## config.mk

```make
export PLATFORM = sky130hd
export DESIGN_NAME = fft_bfp_scaler
export DESIGN_NICKNAME = d
export VERILOG_FILES = /design/src/rtl/fft_bfp_scaler.sv
export SDC_FILE = /design/constraint.sdc
export NUM_CORES = 1
export LEC_CHECK = 0
export CAP_MARGIN = 40
export CORE_ASPECT_RATIO = 0.75
export CORE_MARGIN = 1
export CORE_UTILIZATION = 45
export CTS_CLUSTER_DIAMETER = 30
export DETAILED_ROUTE_END_ITERATION = 10
export GPL_ROUTABILITY_DRIVEN = 0
export HOLD_SLACK_MARGIN = 0.03
export MAX_ROUTING_LAYER = met4
export PLACE_DENSITY = 0.66
export SKIP_CTS_REPAIR_TIMING = 1
export SYNTH_ARGS = -nofsm -noshare
export SYNTH_HDL_FRONTEND = slang
export SYNTH_SLANG_ARGS = --single-unit
```

## constraint.sdc

```tcl
create_clock -name clk -period 2.2 [get_ports clk]
set_clock_uncertainty 0.2 [all_clocks]
set_input_delay 0.44 -clock clk [delete_from_list [all_inputs] [get_ports clk]]
set_output_delay 0.44 -clock clk [all_outputs]
set_load 0.05 [all_outputs]
```

## src/rtl/fft_bfp_scaler.sv

```systemverilog
// Single-buffered block-floating-point scaler between FFT butterfly stages.
// Buffers one frame, applies a 1-bit arithmetic right shift on overflow, tracks the block exponent.
`timescale 1ns/1ps
module fft_bfp_scaler #(
  parameter int N       = 3,
  parameter int FFT_PTS = 8,
  parameter int EXPW    = 2,
  localparam int W      = 2**N,
  localparam int IW     = $clog2(FFT_PTS)
) (
  input  logic            clk,
  input  logic            rst_n,
  input  logic [W-1:0]    s_data,
  input  logic            s_valid,
  input  logic            s_first,
  output logic            s_ready,
  output logic [W-1:0]    m_data,
  output logic            m_valid,
  output logic            m_last,
  output logic [EXPW-1:0] m_exp,
  input  logic            m_ready
);

  typedef enum logic {FILL, DRAIN} state_t;

  state_t            state_reg;
  logic [IW-1:0]     idx_reg;
  logic [EXPW-1:0]   exp_reg;
  logic              shift_reg;
  logic              ovf_reg;
  logic              first_reg;
  logic [W-1:0]      m_data_reg;
  logic              m_last_reg;
  logic              m_valid_reg;
  logic              s_ready_reg;

  logic [W-1:0]      buf_mem [FFT_PTS];

  logic              accept;
  logic              out_hs;
  logic              last_idx;
  logic [IW-1:0]     idx_inc;
  logic              ovf_next;
  logic [EXPW-1:0]   exp_base;
  logic [EXPW:0]     exp_sum;
  logic [EXPW-1:0]   exp_next;

  function automatic logic [W-1:0] scale(input logic [W-1:0] d, input logic sh);
    return sh ? {d[W-1], d[W-1:1]} : d;
  endfunction

  always_comb begin
    accept   = s_valid & s_ready_reg;
    out_hs   = m_valid_reg & m_ready;
    last_idx = (idx_reg == IW'(FFT_PTS-1));
    idx_inc  = idx_reg + IW'(1);
    // A sample has lost its guard bit when the two MSBs disagree.
    ovf_next = ((idx_reg == '0) ? 1'b0 : ovf_reg) | (s_data[W-1] ^ s_data[W-2]);
    exp_base = first_reg ? '0 : exp_reg;
    exp_sum  = {1'b0, exp_base} + (EXPW+1)'(ovf_next);
    exp_next = exp_sum[EXPW] ? '1 : exp_sum[EXPW-1:0];
  end

  always_ff @(posedge clk) begin
    if (accept) begin
      buf_mem[idx_reg] <= s_data;
    end
  end

  always_ff @(posedge clk or negedge rst_n) begin
    if (!rst_n) begin
      state_reg   <= FILL;
      idx_reg     <= '0;
      exp_reg     <= '0;
      shift_reg   <= 1'b0;
      ovf_reg     <= 1'b0;
      first_reg   <= 1'b0;
      m_data_reg  <= '0;
      m_last_reg  <= 1'b0;
      m_valid_reg <= 1'b0;
      s_ready_reg <= 1'b1;
    end else begin
      case (state_reg)
        FILL: begin
          if (accept) begin
            ovf_reg <= ovf_next;
            if (idx_reg == '0) begin
              first_reg <= s_first;
            end
            if (last_idx) begin
              state_reg   <= DRAIN;
              idx_reg     <= '0;
              shift_reg   <= ovf_next;
              exp_reg     <= exp_next;
              s_ready_reg <= 1'b0;
              m_valid_reg <= 1'b1;
              // Entry 0 was written earlier in the frame, so it can be prefetched now.
              m_data_reg  <= scale(buf_mem[0], ovf_next);
              m_last_reg  <= 1'b0;
            end else begin
              idx_reg <= idx_inc;
            end
          end
        end
        DRAIN: begin
          if (out_hs) begin
            if (last_idx) begin
              state_reg   <= FILL;
              idx_reg     <= '0;
              s_ready_reg <= 1'b1;
              m_valid_reg <= 1'b0;
              m_data_reg  <= '0;
              m_last_reg  <= 1'b0;
            end else begin
              idx_reg    <= idx_inc;
              m_data_reg <= scale(buf_mem[idx_inc], shift_reg);
              m_last_reg <= (idx_inc == IW'(FFT_PTS-1));
            end
          end
        end
        default: state_reg <= FILL;
      endcase
    end
  end

  assign s_ready = s_ready_reg;
  assign m_valid = m_valid_reg;
  assign m_data  = m_data_reg;
  assign m_last  = m_last_reg;
  assign m_exp   = exp_reg;

endmodule

```

==> results_dict.tcl <==
set metrics [dict create \
    crit_chain "ha_2 -> ha_4 -> buf_12 -> mux4_2 -> mux2i_1 -> mux2i_1 -> a221o_1" \
    syn-cell-area_um2 3780 \
    wl_per_cell_um 18.9 \
    crit_top_cell "mux2i_1" \
    rsz0062_at_grt "yes" \
    hp-class "input port to async pin" \
    drv_slew 0 \
    slowest_stage "mux4_2" \
    layoutNonFillerInstCount 407 \
    drive_above_1_share 0.265 \
    max-clock-path-buffers 2 \
    die_w_um 108 \
    final_util 0.577 \
    start_util 0.472 \
    timing.fmax_ghz 0.420 \
    yosysTopAreaCellShare 0.508 \
    cp_data_required_time_ps 2240 \
    grt_pass1_wl_mm 12.1 \
    synth-edff-count 64 \
    start_kind "register" \
    finalCritPeriodShare 1.08 \
    placed_area_um2 4350 \
    cap_violations 0 \
    clk_latency_ps 350 \
    path_buf_inv 1 \
    critPathMaxFanout 5 \
    final_area_um2 4630 \
    hpwl_mm 5.33 \
    power.total_w 0.00287 \
    grt_max_degree 24 \
    drc 0 \
    portBuffers 25 \
    violations "setup timing" \
    vias 2296 \
    crit_type "register to register" \
    final_nets 314 \
    numCtsBuffers 9 \
    crit_path_end_kind "register" \
    grt_pass1_vias 2229 \
    diodes 0 \
    tightest_slew_ps 497 \
    status "complete, but fails checks" \
    die_h_um 81.4 \
    synth.avg_cell_area_um2 16.0 \
    cts.sinks 84 \
    io_pins 26 \
    setup_ws_ps -179 \
    slowest_delay_ps 480 \
    crit_family "multiplexers" \
    synth_commonest_cells "edfxtp_1, dfrtp_1, mux4_1, inv_1, nor2_1" \
    first_pass_iters 5 \
    syn-num-nets 254 \
    synthArstFlopShare 0.238 \
    gr-total-overflow 0 \
    avgViaCountPerCell 5.64 \
    core-area_um2 8020 \
    rows 28 \
    ys.flop_type "edfxtp_1" \
    fillers 638 \
    syn2layout_area_growth_pct 22.3 \
    p_per_area_nw_per_um2 621 \
    gr-usage-all-layers 0.198 \
    wirelength_mm 7.68 \
    cts-root-buf "clkbuf_8" \
    dieArea_um2 8790 \
    yosysWarnings 0 \
    ctsHtreeMaxLevel 3 \
    drt_iter0_drc 199 \
    ys_ff_latch 84 \
    clk_pin_slew_ps 80 \
    place_inst 387 \
    yosysMostFrequentCell "edfxtp_1" \
    setup_violations 8 \
    ant_nets 0 \
    ys_top_cells_by_area "edfxtp_1, dfrtp_1, mux4_1" \
    hold_violations 0 \
    place_ws_ps -316 \
    cts_tree "built" \
    largest_register_ffs 64 \
    peakVddDrop_uv 386 \
    yosysTopAreaCell "edfxtp_1" \
    synth_seq_area_share 0.640 \
    cp.arrival_ps 2420 \
    layout_min_cycle_time_ps 2380 \
    synthCells 237 \
    relSlewSlack 0.666 \
    post_synth_num_cell_types 38 \
    antenna_found_initial 0 \
    leakagePower_nw 1.93 \
]
## metrics by stage
| step | hold WS (ps) | setup TNS, ps |
|---|---|---|
| after floorplan | -55.6 | -150 |
| after global placement | 272 | -2640 |
| after detailed placement | 275 | -3200 |
| after CTS | 228 | -1660 |
| after global routing | 239 | -1780 |
| final | 232 | -1040 |
## per-layer routing
metal / vias up / share of wire / global-route usage
met5: - / 0 / -
met4: 0 / 0.0077 / 0.0534
met3: 8 / 0.047 / 0.0484
met2: 63 / 0.45 / 0.292
met1: 1155 / 0.49 / 0.277
li1: 1070 / - / -
## cells by family after synthesis
| family | Yosys count | synth area share |
|---|---|---|
| flops | 84 | 0.640 |
| simple gates | 44 | 0.0569 |
| mux | 31 | 0.149 |
| buf+inv | 27 | 0.0486 |
| fa+ha+maj | 4 | 0.0132 |
| xor+xnor | 1 | 0.00231 |
| compound gates | 46 | 0.0893 |
## path summary, 6_finish.rpt
check | start | end | slack, ps | cells after the start
max reg2reg | idx_reg[1] | m_data[0] | -180 | 7
min reg2reg | m_last | m_last | 290 | 2
max | idx_reg[1] | m_data[0] | -180 | 7
min in group clk | m_last | m_last | 290 | 2
min | rst_n | m_data[1] | 230 | 2
max in group asynchronous | rst_n | s_ready | 1290 | 2
## power breakdown
group	internal [W]	total, W	switching, W
Combinational	0.0000394	0.0000821	0.0000427
Sequential	0.00171	0.00171	0
Clock	0.000530	0.00109	0.000556
## cell usage in the layout, fill, tap and decap left out, drive strengths merged, types with 2 or more instances in the layout
cell type,Yosys,final
mux2,5,5
a311oi,6,6
mux4,16,16
mux2i,10,10
a2111oi,6,6
buf,9,43
dlymetal6s2s,0,10
dfrtp,19,19
inv,11,13
ha,4,4
or3,2,2
clkinvlp,0,2
nor3,8,8
o31ai,6,6
clkbuf,7,9
nor3b,2,2
nand2,9,9
nand2b,3,3
a21o,3,3
clkdlybuf4s50,0,12
edfxtp,64,64
clkinv,0,2
nor2,11,11
o21ai,9,9
a21oi,7,7
nand3,5,5
o32a,6,6
## layout make-up
type	instances	area [µm²]	area share
sequential	84	2420	0.524
timing repair buffer	65	622	0.134
inverter	11	46.3	0.0100
tap	105	131	0.0284
clock inverter	7	73.8	0.0159
multi-input combinational	126	1210	0.261
clock buffer	9	124	0.0268
No activity file was read; power rests on OpenSTA's default activity.
